`config.mk`:
```
export PLATFORM = sky130hd
export DESIGN_NAME = stack_ctrl
export DESIGN_NICKNAME = d
export VERILOG_FILES = /design/src/rtl/stack_ctrl_pkg.sv /design/src/rtl/stack_ptr.sv /design/src/rtl/stack_ctrl.sv
export SDC_FILE = /design/constraint.sdc
export NUM_CORES = 1
export LEC_CHECK = 0
export CAP_MARGIN = 20
export CORE_ASPECT_RATIO = 0.6
export CORE_UTILIZATION = 25
export DETAILED_ROUTE_END_ITERATION = 8
export HOLD_SLACK_MARGIN = 0.02
export PLACE_DENSITY = 0.57
export SETUP_SLACK_MARGIN = 0.05
export SLEW_MARGIN = 15
export SYNTH_ARGS = -nofsm -noshare
export SYNTH_HDL_FRONTEND = slang
export SYNTH_SLANG_ARGS = --single-unit
```
`constraint.sdc`:
```
create_clock -name STK_clk -period 4.2 [get_ports STK_clk]
set_input_delay 0.84 -clock STK_clk [delete_from_list [all_inputs] [get_ports STK_clk]]
set_output_delay 0.84 -clock STK_clk [all_outputs]
set_load 0.01 [all_outputs]
```
`src/rtl/stack_ctrl_pkg.sv`:
```
// Shared definitions for the stack controller: FSM encoding, default stack
// window and request decoding.
package stack_ctrl_pkg;

  typedef enum logic [1:0] {
    IDLE  = 2'd0,
    WRITE = 2'd1,
    READ  = 2'd2,
    DONE  = 2'd3
  } state_t;

  typedef enum logic [1:0] {
    CMD_NONE = 2'd0,
    CMD_PUSH = 2'd1,
    CMD_POP  = 2'd2,
    CMD_BOTH = 2'd3
  } cmd_t;

  localparam logic [15:0] STK_BASE_DEF  = 16'hFFFF;
  localparam logic [15:0] STK_LIMIT_DEF = 16'hFF00;

  function automatic cmd_t decode_cmd(input logic push, input logic pop);
    return cmd_t'({pop, push});
  endfunction

endpackage

```
`src/rtl/stack_ptr.sv`:
```
// Stack pointer register. Increments/decrements are refused at the window
// edges so the pointer never leaves [LIMIT-1, BASE].
module stack_ptr
  import stack_ctrl_pkg::*;
#(
  parameter logic [15:0] BASE  = STK_BASE_DEF,
  parameter logic [15:0] LIMIT = STK_LIMIT_DEF
) (
  input  logic        SP_clk,
  input  logic        SP_rst_n,
  input  logic        SP_inc,
  input  logic        SP_dec,
  output logic [15:0] SP_val,
  output logic        SP_full,
  output logic        SP_empty
);

  localparam logic [15:0] FULL_VAL = LIMIT - 16'd1;

  assign SP_full  = (SP_val == FULL_VAL);
  assign SP_empty = (SP_val == BASE);

  always_ff @(posedge SP_clk or negedge SP_rst_n) begin
    if (!SP_rst_n)
      SP_val <= BASE;
    else if (SP_inc && !SP_dec && !SP_empty)
      SP_val <= SP_val + 16'd1;
    else if (SP_dec && !SP_inc && !SP_full)
      SP_val <= SP_val - 16'd1;
  end

endmodule

```
`src/rtl/stack_ctrl.sv`:
```
// Empty-descending hardware stack controller: accepts push/pop in IDLE,
// runs one req/ack memory access, then pulses done for a cycle.
module stack_ctrl
  import stack_ctrl_pkg::*;
#(
  parameter logic [15:0] STK_BASE  = STK_BASE_DEF,
  parameter logic [15:0] STK_LIMIT = STK_LIMIT_DEF
) (
  input  logic        STK_clk,
  input  logic        STK_rst_n,
  input  logic        STK_push,
  input  logic        STK_pop,
  input  logic [15:0] STK_din,
  output logic [15:0] STK_dout,
  output logic        STK_done,
  output logic        STK_err,
  output logic        STK_busy,
  output logic [15:0] STK_sp,
  output logic        STK_mem_req,
  output logic        STK_mem_we,
  output logic [15:0] STK_mem_addr,
  output logic [15:0] STK_mem_wdata,
  input  logic        STK_mem_ack,
  input  logic [15:0] STK_mem_rdata
);

  state_t state, state_nxt;
  cmd_t   cmd;
  logic   sp_inc, sp_dec, sp_full, sp_empty;
  logic   acc_push, acc_pop, reject;

  stack_ptr #(
    .BASE (STK_BASE),
    .LIMIT(STK_LIMIT)
  ) u_sp (
    .SP_clk  (STK_clk),
    .SP_rst_n(STK_rst_n),
    .SP_inc  (sp_inc),
    .SP_dec  (sp_dec),
    .SP_val  (STK_sp),
    .SP_full (sp_full),
    .SP_empty(sp_empty)
  );

  assign cmd = decode_cmd(STK_push, STK_pop);

  always_comb begin
    state_nxt = state;
    acc_push  = 1'b0;
    acc_pop   = 1'b0;
    reject    = 1'b0;
    sp_inc    = 1'b0;
    sp_dec    = 1'b0;
    case (state)
      IDLE: begin
        case (cmd)
          CMD_PUSH: begin
            if (sp_full) reject = 1'b1;
            else begin
              acc_push  = 1'b1;
              state_nxt = WRITE;
            end
          end
          CMD_POP: begin
            if (sp_empty) reject = 1'b1;
            else begin
              acc_pop   = 1'b1;
              state_nxt = READ;
            end
          end
          CMD_BOTH: reject = 1'b1;
          default: ;
        endcase
      end
      // Pointer moves only once memory confirms the access.
      WRITE: if (STK_mem_ack) begin
        sp_dec    = 1'b1;
        state_nxt = DONE;
      end
      READ: if (STK_mem_ack) begin
        sp_inc    = 1'b1;
        state_nxt = DONE;
      end
      DONE:    state_nxt = IDLE;
      default: state_nxt = IDLE;
    endcase
  end

  always_ff @(posedge STK_clk or negedge STK_rst_n) begin
    if (!STK_rst_n) state <= IDLE;
    else            state <= state_nxt;
  end

  // Access attributes are latched at acceptance so they stay stable under req.
  always_ff @(posedge STK_clk or negedge STK_rst_n) begin
    if (!STK_rst_n) begin
      STK_mem_addr  <= '0;
      STK_mem_wdata <= '0;
      STK_mem_we    <= 1'b0;
      STK_dout      <= '0;
      STK_err       <= 1'b0;
    end else begin
      STK_err <= reject;
      if (acc_push) begin
        STK_mem_addr  <= STK_sp;
        STK_mem_wdata <= STK_din;
        STK_mem_we    <= 1'b1;
      end else if (acc_pop) begin
        STK_mem_addr <= STK_sp + 16'd1;
        STK_mem_we   <= 1'b0;
      end
      if (state == READ && STK_mem_ack)
        STK_dout <= STK_mem_rdata;
    end
  end

  assign STK_mem_req = (state == WRITE) || (state == READ);
  assign STK_done    = (state == DONE);
  assign STK_busy    = (state != IDLE);

endmodule
```
After elaboration in Yosys (flattened, before gate mapping):

Index checks and enable logic that the tools add are counted.

* bits in registers: 68
* input port bits: 37
* output and inout port bits: 69
* logic and storage cells: 61

* muxes and demuxes: 24
* equality and inequality tests: 12
* add/subtract/negate cells: 2
* reduce and logical (&&, ||, !) cells: 16

Operators with widths (count)
* $mux 16: 4
* $eq 16x16->1 const B: 2
* $add 16x1->16 const B: 1
* $sub 16x1->16 const B: 1
* $mux 1: 14
* $eq 2x2->1 const B: 4
* $mux 2: 3
* $ne 3x3->1 const B: 2
* $pmux 2 s3: 1
* $reduce_bool 2->1: 3
* $logic_and 1x1->1: 5
* $eq 2x1->1 const B: 2
* $logic_not 1->1: 4
* $pmux 2 s2: 1
* $reduce_and 4->1: 1
* $ne 3x1->1 const B: 1
* $pmux 1 s3: 1
* $logic_not 2->1: 1
* $ne 2x1->1 const B: 1
* $reduce_or 2->1: 1
* $logic_or 1x1->1: 1

Depth between registers and ports, before layout:

Gate-level depths: netlist of the first run.

* depth in word-level cells: 7
* mapped depth: 8
* depth with buffers taken out: 7

By module:

From an unflattened synthesis of the first run, not the netlist that was laid out.

* cells, all modules: 399
* area, all modules: 3829.9 um^2

By module, submodules not included
* stack_ctrl: area each 2433.6 um^2, times used 1, cells each 246, sequential area each 1301.2 um^2
* stack_ptr: area each 1396.3 um^2, times used 1, cells each 153, sequential area each 420.4 um^2

Worst setup path after synthesis of the first run:

Ideal clock, no wire load.

* path type: register to register
* start point: reg u_sp.SP_val[1]
* end point: reg STK_mem_addr[13]
* path slack: 2047 ps
* data arrival time: 2027 ps
* buffers on the path: 1
* required time: 4074 ps
* library setup time: 126 ps
* period minus slack after synthesis: 2153 ps
* cell stages (with the launch flop): 8
* path through: dfstp_2 ha_1 nand3_2 nor4_4 nor3_2 buf_6 a21o_1 a221o_1

* word-level cells in the longest chain between the ends: 5
* elaborated cells between the ends (all ways): 12
* those cells by class: add/sub (1); eq/ne (2); mux (8); reduce/logical (1)

RTL lines
* start: declaration: RTL line stack_ptr.sv:13 `output logic [15:0] SP_val,`
* start signal: assignment: RTL line stack_ptr.sv:27 `SP_val <= SP_val + 16'd1;`
* start signal: assignment: RTL line stack_ptr.sv:29 `SP_val <= SP_val - 16'd1;`
* branches (longest 5 deep; another with $add 16x1->16)
* end signal: assignment: RTL line stack_ctrl.sv:105 `STK_mem_addr <= STK_sp;`
* end signal: assignment: RTL line stack_ctrl.sv:109 `STK_mem_addr <= STK_sp + 16'd1;`
* end: declaration: RTL line stack_ctrl.sv:21 `output logic [15:0] STK_mem_addr,`

Several ways; the timed one is not identified. The select of a mux whose other input is x is not followed.
A chain may end at the register's enable or synchronous reset.

Worst setup path in the final report of the first run:

* start point: reg u_sp.SP_val[0]
* end point: reg STK_mem_addr[7]

Same word-level chain as after synthesis.

==> results of run 1 <==
metrics by stage:
stage	instance area, um2	worst slack (ps)
3_5_place_dp	4570	1130
5_1_grt	4870	948
3_3_place_gp	4570	1130
6_report	4870	1110
4_1_cts	4840	1090
2_1_floorplan	3410	2050
path summary, 6_finish.rpt:
check,endpoint,slack [ps],cells after the start
worst max-delay path,STK_mem_addr[7],1110,7
worst min-delay path,STK_mem_wdata[0],400,1
worst max register to register,STK_mem_addr[7],1110,7
worst min register to register,STK_mem_wdata[15],480,2
max in group asynchronous,u_sp.SP_val[6],2880,3
min in group STK_clk,STK_mem_wdata[15],480,2
worst register-to-register path: cells and delay by family (launching register included):
family	cells	cell delay, ps
AND/OR/NAND/NOR	4	1610
adder cells (fa/ha/maj)	1	280
AO/OA/AOI/OAI	1	300
flip-flops	1	610
buffers and inverters	1	240
cell usage in the layout (no fill, tap or decap), drive strengths merged, types with 3 or more instances in the layout:
cell type and count:
mux2 17, nand2b 4, inv 8, a21o 6, o2bb2ai 3, o22ai 4
mux2i 4, and3 4, o21ai 13, dfstp 16, xnor2 8, buf 6
nor3 15, a22oi 3, a221o 9, nor2 11, clkdlybuf4s50 104, nand2 61
a21oi 9, clkbuf 11, nor4 7, dfrtp 52, o211a 3, nand4 6
nand3 8, xor2 7, ha 6, clkinv 4
cells in the mapped netlist (4+ instances only):
cell,count
nand2_1,61
dfrtp_1,52
buf_2,16
dfstp_2,16
mux2_2,16
nor3_1,13
nor2_1,10
a21oi_1,9
a221o_1,9
o21ai_0,9
inv_1,8
xnor2_1,8
nand3_1,7
xor2_1,7
a21o_1,6
ha_1,6
and3_1,4
clkbuf_1,4
mux2i_1,4
nand2b_1,4
nor4_1,4
o21ai_1,4
o22ai_1,4
registers in the layout, summed over array words and instances (netlist names):
signal / count
STK_mem_addr: 16
STK_mem_we: 1
STK_dout: 16
STK_mem_wdata: 16
state: 2
u_sp.SP_val: 16
STK_err: 1
layout make-up:
class	instances	area share, %
clock buffer	11	4.98
clock inverter	5	0.565
timing repair buffer	110	22.6
sequential	68	35.3
tap	170	4.36
inverter	8	0.616
multi-input combinational	228	31.5
routing by layer:
metal  up-vias  routed length [um]  track usage, %
met3         4                1000            6.88
met2       107                4000            20.7
met4         0                  57            4.63
met5         -                   0               0
li1       1362                   -               -
met1      1358                4700            19.9
logic make-up after synthesis:
group | count (synthesis) | share of synthesized area, %
AOI/OAI and AO/OA | 58 | 12.1
xor gates and xnor gates | 15 | 3.86
adders and majority gates | 6 | 2.20
buffers and inverters | 32 | 4.56
DFF | 68 | 50.6
muxes | 21 | 6.80
and+or+nand+nor | 128 | 19.9
report_power, final:
part	switching (uW)	leakage, uW	internal [uW]	total (uW)
Combinational	681	0.00117	912	1590
Sequential	354	0.000799	1030	1380
Clock	278	0.000135	411	689
==> out/qor.yml, run 1 <==
path_clk_slew_ps: 60
drt_pass1_iterations: 7
syn_area_per_cell_um2: 10.4
synth.largest_area_cell: "dfrtp_1"
wire_per_inst_um: 16.3
fin_nets: 468
cts_tree: "built"
drcViolationCount: 6
pin_count: 106
fmax_mhz: 323
grt_first_pass_wirelength_um: 15700
placementRows: 32
postCtsHoldBufs: 0
syn_area_um2: 3410
die_x_um: 153
drtIter0Drc: 151
timing_worst_setup_path_type: "flop to flop"
outcome: "complete, but fails checks"
viasPerCell: 4.72
drtAntennaViolNets: 0
overflow: 0
cts_made_buffers: 9
crit_chain: "ha_1, nand3_2, nor4_4, nor3_4, buf_4, nor2_1, a221o_1"
final.period_utilization_pct: 73.6
nFillCells: 1296
max_stage_delay_ps: 890
rsz0062_at_grt: "no"
cp-start-kind: "flop"
multi_input_area_um2: 1540
fin_crit_ps: 3090
setup_violations: 0
layout.cells.non_filler: 600
place_congestion: 0.792
drv_slew: 0
ys_dominant_reg_cell: "dfrtp_1"
cts-root-buf: "clkbuf_16"
syn_nets: 371
hp-class: "primary input to async pin"
clock_latency_ps: 330
ys_seq_elements: 68
p_leak_uw: 0.00211
synthCells: 328
diodes: 0
clock-sinks: 68
die_y_um: 92.4
hold_viol_final: 0
slew_headroom_pct: 25.0
final_util_pct: 37.3
coreArea_um2: 13100
area_growth_syn_to_layout_pct: 43.1
post-dp-hpwl_um: 6910
num_vias: 2831
vdd_ir_drop_max_mv: 0.259
endpoint_kind: "flop"
worst_pin_slew_ps: 1120
async_reset_ff_share_pct: 100
cts_htree_levels: 3
seq_area_um2: 1720
violations: "DRC"
grt_use_total_pct: 14.8
initial_core_util_pct: 26.1
drive_above_1_share_pct: 15.1
yosysWarnings: 0
grt_max_degree: 46
power_uw: 3670
worstSetupStartpoint: "u_sp.SP_val[0]"
ys_seq_area_share_pct: 50.6
synth_area_leaders: "dfrtp_1 (38%), dfstp_2 (12%), nand2_1 (6.7%), mux2_2 (5.3%), a221o_1 (2.6%)"
crit_family: "simple AND/OR/NAND/NOR gates"
power_density_nw_per_um2: 752
crit_path_max_fanout: 25
post_cts_buffers: 0
die_area_um2: 14100
drt-total-wl_um: 9760
whs_ps: 402
arrival_ps: 3360
portBuffers: 105
slowest_stage: "nor2_1"
finalClockSkew_ps: 9.27
grt_pass1_vias: 2820
r2r_start: "u_sp.SP_val[0]"
cts_resized: 0
antenna_found_initial: 0
yosys.area.top_type_share_pct: 38.2
dp_cells: 582
tns_ps: 0
synth-edff-count: 0
required_ps: 4460
cts_buffer_depth: 2
ys_types: 53
cp.buffers_inverters: 1
maxCapViolations: 0
(Power assumes the default switching activity.)
==> inputs of run 2 (changes only) <==
--- a/config.mk
+++ b/config.mk
@@ -10,7 +10,7 @@
 export CORE_UTILIZATION = 25
 export DETAILED_ROUTE_END_ITERATION = 8
 export HOLD_SLACK_MARGIN = 0.02
-export PLACE_DENSITY = 0.57
+export PLACE_DENSITY = 0.59
 export SETUP_SLACK_MARGIN = 0.05
 export SLEW_MARGIN = 15
 export SYNTH_ARGS = -nofsm -noshare
==> constraint.sdc (replaced) <==
create_clock -name STK_clk -period 2.8 [get_ports STK_clk]
set_input_delay 0.56 -clock STK_clk [delete_from_list [all_inputs] [get_ports STK_clk]]
set_output_delay 0.56 -clock STK_clk [all_outputs]
set_load 0.01 [all_outputs]
==> run 2 against run 1 <==
  * Global-route usage decreased by 0.19 points
  * Die area unchanged
  * Clock power increased by 61%
  * Sequential power increased by 45%
  * Combinational power increased by 56%
  * The run still ends with DRC left
  * Non-clock buffer count increased by 7
  * Setup slack got worse by 760 ps
  * Routed wire length decreased by 2.0%
  * Core utilization increased by 0.56 points
  * Fmax increased by 26%
  * Power increased by 53%
  * Register-to-register slack got worse by 760 ps
==> out/qor.yml, run 2 (synthesis results as in run 1) <==
outcome: "complete, but fails checks"
violations: "DRC"
clock_latency_ps: 330
drt_pass1_iterations: 9
pin_count: 106
rrSetupSlack_ps: 350
post-dp-hpwl_um: 6690
finalClockSkew_ps: 5.62
cts_htree_levels: 3
initial_core_util_pct: 26.1
final_cell_mix: "clkdlybuf4s50_1 (104), nand2_1 (61), dfrtp_1 (52)"
area_growth_syn_to_layout_pct: 45.2
vdd_ir_drop_max_mv: 0.441
die_x_um: 153
slew_headroom_pct: 54.1
overflow: 0
r2r_cells: 7
hold_viol_final: 0
r2r_start: "u_sp.SP_val[0]"
cts-root-buf: "clkbuf_16"
tns_ps: 0
die_y_um: 92.4
endpoint_kind: "flop"
cts_made_buffers: 9
drt-total-wl_um: 9570
setup_violations: 0
crit_chain: "ha_1, nand3_2, nor4_4, buf_4, o22ai_1, o22a_1, mux2_1"
timing_worst_setup_path_type: "flop to flop"
final_util_pct: 37.9
power_density_nw_per_um2: 1130
wire_per_inst_um: 15.8
viasPerCell: 4.75
drtAntennaViolNets: 0
final.period_utilization_pct: 87.6
grt_first_pass_wirelength_um: 15800
grt_max_degree: 69
worst_pin_slew_ps: 685
fin_crit_ps: 2450
grtUsageMet2_pct: 20.6
max_stage_delay_ps: 640
rsz0062_at_grt: "no"
cts_buffer_depth: 2
drtIter0Drc: 169
diodes: 0
worstReg2RegEnd: "state[1]"
required_ps: 3010
cp-start-kind: "flop"
cts_tree: "built"
grt-busiest-layer: "met2"
use_met3_pct: 6.55
slowest_stage: "dfstp_2"
place_congestion: 0.773
drive_above_1_share_pct: 16.5
arrival_ps: 2670
drcViolationCount: 4
p_leak_uw: 0.00215
maxCapViolations: 0
path_clk_slew_ps: 60
clock-sinks: 68
drv_slew: 0
placementRows: 32
post_cts_buffers: 0
met1_usage_pct: 19.9
grt_pass1_vias: 2952
layout_commonest_cell: "clkdlybuf4s50_1"
fmax_mhz: 408
antenna_found_initial: 0
die_area_um2: 14100
coreArea_um2: 13100
fin_nets: 475
portBuffers: 105
num_vias: 2882
hp-class: "primary input to async pin"
grt_use_total_pct: 14.6
cp.buffers_inverters: 1
crit_path_max_fanout: 9
crit_family: "flip-flops"
## run 2: power by group
part | switching, uW | leakage, uW | internal [uW] | total, uW
registers | 458 | 0.000799 | 1540 | 2000
clock network | 423 | 0.000139 | 685 | 1110
logic | 1080 | 0.00121 | 1410 | 2480
total | 1960 | 0.00215 | 3630 | 5590
## run 2: stage by stage
stage	power, uW	instance area, um2	setup slack, ps	std cells	hold slack [ps]
2_1_floorplan	3170	3410	647	328	264
3_3_place_gp	4450	4660	284	591	458
3_5_place_dp	4520	4660	200	591	462
4_1_cts	5670	4950	177	607	264
5_1_grt	6000	4950	222	607	286
6_report	5590	4950	347	607	231
## run 2: timing repair
action                     4_1_cts  5_1_grt
hold buffers                     0        0
gates resized for setup          0        1
setup endpoints to repair        0        2
## run 2: metal layers
metal | vias up | part of all wire, %
li1 | 1368 | -
met1 | 1403 | 48
met2 | 109 | 42
met3 | 2 | 9.6
met4 | 0 | 0.30
met5 | - | 0
## run 2: final cells by class
| cell class | instances | area (um2) |
|---|---|---|
| fill | 1299 | 8110 |
| tap | 170 | 213 |
| sequential | 68 | 1720 |
| clock inverter | 5 | 52.6 |
| timing repair buffer | 117 | 1160 |
| multi-input combinational | 228 | 1540 |
| inverter | 8 | 30.0 |
| clock buffer | 11 | 233 |
## run 2: worst max-delay path by stage
stage                   start                to  cells past startpoint
3_3_place_gp         STK_push   STK_mem_addr[9]                      6
3_5_place_dp   u_sp.SP_val[0]   STK_mem_addr[6]                      6
5_1_grt        u_sp.SP_val[0]          state[1]                      7
2_1_floorplan  u_sp.SP_val[1]  STK_mem_addr[13]                      7
6_report       u_sp.SP_val[0]          state[1]                      7
4_1_cts        u_sp.SP_val[0]   STK_mem_addr[6]                      6
==> inputs of run 3 (changes only) <==
--- a/config.mk
+++ b/config.mk
@@ -7,12 +7,12 @@
 export LEC_CHECK = 0
 export CAP_MARGIN = 20
 export CORE_ASPECT_RATIO = 0.6
+export CORE_MARGIN = 2
 export CORE_UTILIZATION = 25
 export DETAILED_ROUTE_END_ITERATION = 8
 export HOLD_SLACK_MARGIN = 0.02
 export PLACE_DENSITY = 0.59
 export SETUP_SLACK_MARGIN = 0.05
-export SLEW_MARGIN = 15
 export SYNTH_ARGS = -nofsm -noshare
 export SYNTH_HDL_FRONTEND = slang
 export SYNTH_SLANG_ARGS = --single-unit
==> run 3 against run 2 <==
  * The flow now finishes without violations
  * Sequential power rose by 3%
  * Non-clock buffer count fell by 1
  * Register-to-register slack barely moved
  * Sequential cell count did not move
==> out/qor.yml, run 3 (synthesis results as in run 1) <==
vdd_ir_drop_max_mv: 0.441
drtIter0Drc: 161
worstSetupStartpoint: "u_sp.SP_val[0]"
endpoint_kind: "flop"
area_growth_syn_to_layout_pct: 44.1
final_cell_mix: "clkdlybuf4s50_1 (104), nand2_1 (61), dfrtp_1 (52)"
die_x_um: 155
grt_use_total_pct: 14.1
initial_core_util_pct: 26.1
fmax_mhz: 409
p_clk_share_pct: 19.7
worstReg2RegEnd: "STK_mem_addr[0]"
outcome: "finished, final reports clean"
switching_power_uw: 1940
rrSetupSlack_ps: 360
cp-start-kind: "flop"
drive_above_1_share_pct: 15.8
timing_worst_setup_path_type: "flop to flop"
comb_power_share_pct: 43.4
placementRows: 32
rsz0062_at_grt: "no"
crit_path_max_fanout: 14
num_vias: 2860
worst_pin_slew_ps: 894
pin_count: 106
cts_htree_levels: 3
finalClockSkew_ps: 8.38
clock-sinks: 68
overflow: 0
max_stage_delay_ps: 640
crit_chain: "ha_1, nand3_2, nor4_4, or3_1, buf_4, a211oi_1, a21oi_1"
coreArea_um2: 13100
drt_pass1_iterations: 4
clock_latency_ps: 330
postCtsHoldBufs: 0
grt_max_degree: 69
post_cts_buffers: 0
wire_per_inst_um: 16.0
pwr-share-seq_pct: 36.9
antenna_found_initial: 0
slew_headroom_pct: 40.4
slowest_stage: "dfstp_2"
die_area_um2: 14600
path_clk_slew_ps: 60
portBuffers: 105
cts_tree: "built"
hold_viol_final: 0
maxCapViolations: 0
endpoint: "STK_mem_addr[0]"
drv_slew: 0
intPower_uw: 3620
post-dp-hpwl_um: 7010
drt-total-wl_um: 9710
r2r_start: "u_sp.SP_val[0]"
fin_nets: 474
diodes: 0
cts-root-buf: "clkbuf_16"
hp-class: "primary input to async pin"
viasPerCell: 4.72
required_ps: 3050
place_congestion: 0.773
setup_violations: 0
drtAntennaViolNets: 0
grt_first_pass_wirelength_um: 16000
grt_pass1_vias: 2927
cts_resized: 0
die_y_um: 94.4
drcViolationCount: 0
r2r_cells: 7
fin_crit_ps: 2440
swShare_pct: 34.9
p_leak_uw: 0.00213
cts_made_buffers: 9
final.period_utilization_pct: 87.3
final_util_pct: 37.6
tns_ps: 0
layout_commonest_cell: "clkdlybuf4s50_1"
arrival_ps: 2700
cts_buffer_depth: 2
power_density_nw_per_um2: 1130
run 3: changes by cell type in the layout (fill, tap and decap cells not counted):
cell / change
buf_4: +1
clkbuf_1: +2
clkinv_2: -1
buf_12: -2
clkinvlp_4: -1
run 3: final cells by class:
cell class                      count  area, um2
Multi-Input combinational cell    228       1540
Fill cell                        1295       8140
Sequential cell                    68       1720
Timing Repair Buffer              116       1130
Clock inverter                      3       40.0
Clock buffer                       13        240
Inverter                            8       30.0
Tap cell                          170        213
run 3: metrics by stage:
step | power [uW] | setup WS [ps] | instance area (um2) | std cells | hold slack, ps
after global placement | 4440 | 276 | 4630 | 590 | 459
after floorplan | 3170 | 647 | 3410 | 328 | 264
final | 5560 | 356 | 4910 | 606 | 449
after global routing | 5970 | 89.5 | 4910 | 606 | 498
after CTS | 5640 | 168 | 4910 | 606 | 465
after detailed placement | 4500 | 196 | 4630 | 590 | 469
run 3: power by group through the flow:
stage               Sequential, uW  Combinational, uW  Clock, uW
floorplan                     2040               1130          0
global placement              2030               2410          0
detailed placement            2060               2450          0
CTS                           2050               2460       1140
global route                  2130               2650       1180
finish                        2050               2410       1090
run 3: layer usage:
layer,vias up,track usage (%),wire (um)
li1,1372,-,-
met1,1371,19.5,4690
met2,108,20.3,4070
met3,9,6.15,895
met4,0,3.47,61
met5,-,0,0
run 3: how the worst min path moves through the flow:
stage	slack, ps	end	depth (start not counted)
floorplan	260	STK_dout[0]	0
global placement	460	STK_mem_wdata[4]	2
detailed placement	470	STK_mem_wdata[1]	2
CTS	470	STK_mem_wdata[4]	2
global route	500	STK_mem_wdata[1]	2
finish	450	STK_mem_addr[9]	2
run 3: critical path: cells and delay by family, from the launching register on:
family	cells	cell delay (ps)
buffers and inverters	1	280
flip-flops	1	640
AO/OA/AOI/OAI	2	220
adder cells (fa/ha/maj)	1	280
AND/OR/NAND/NOR	3	920
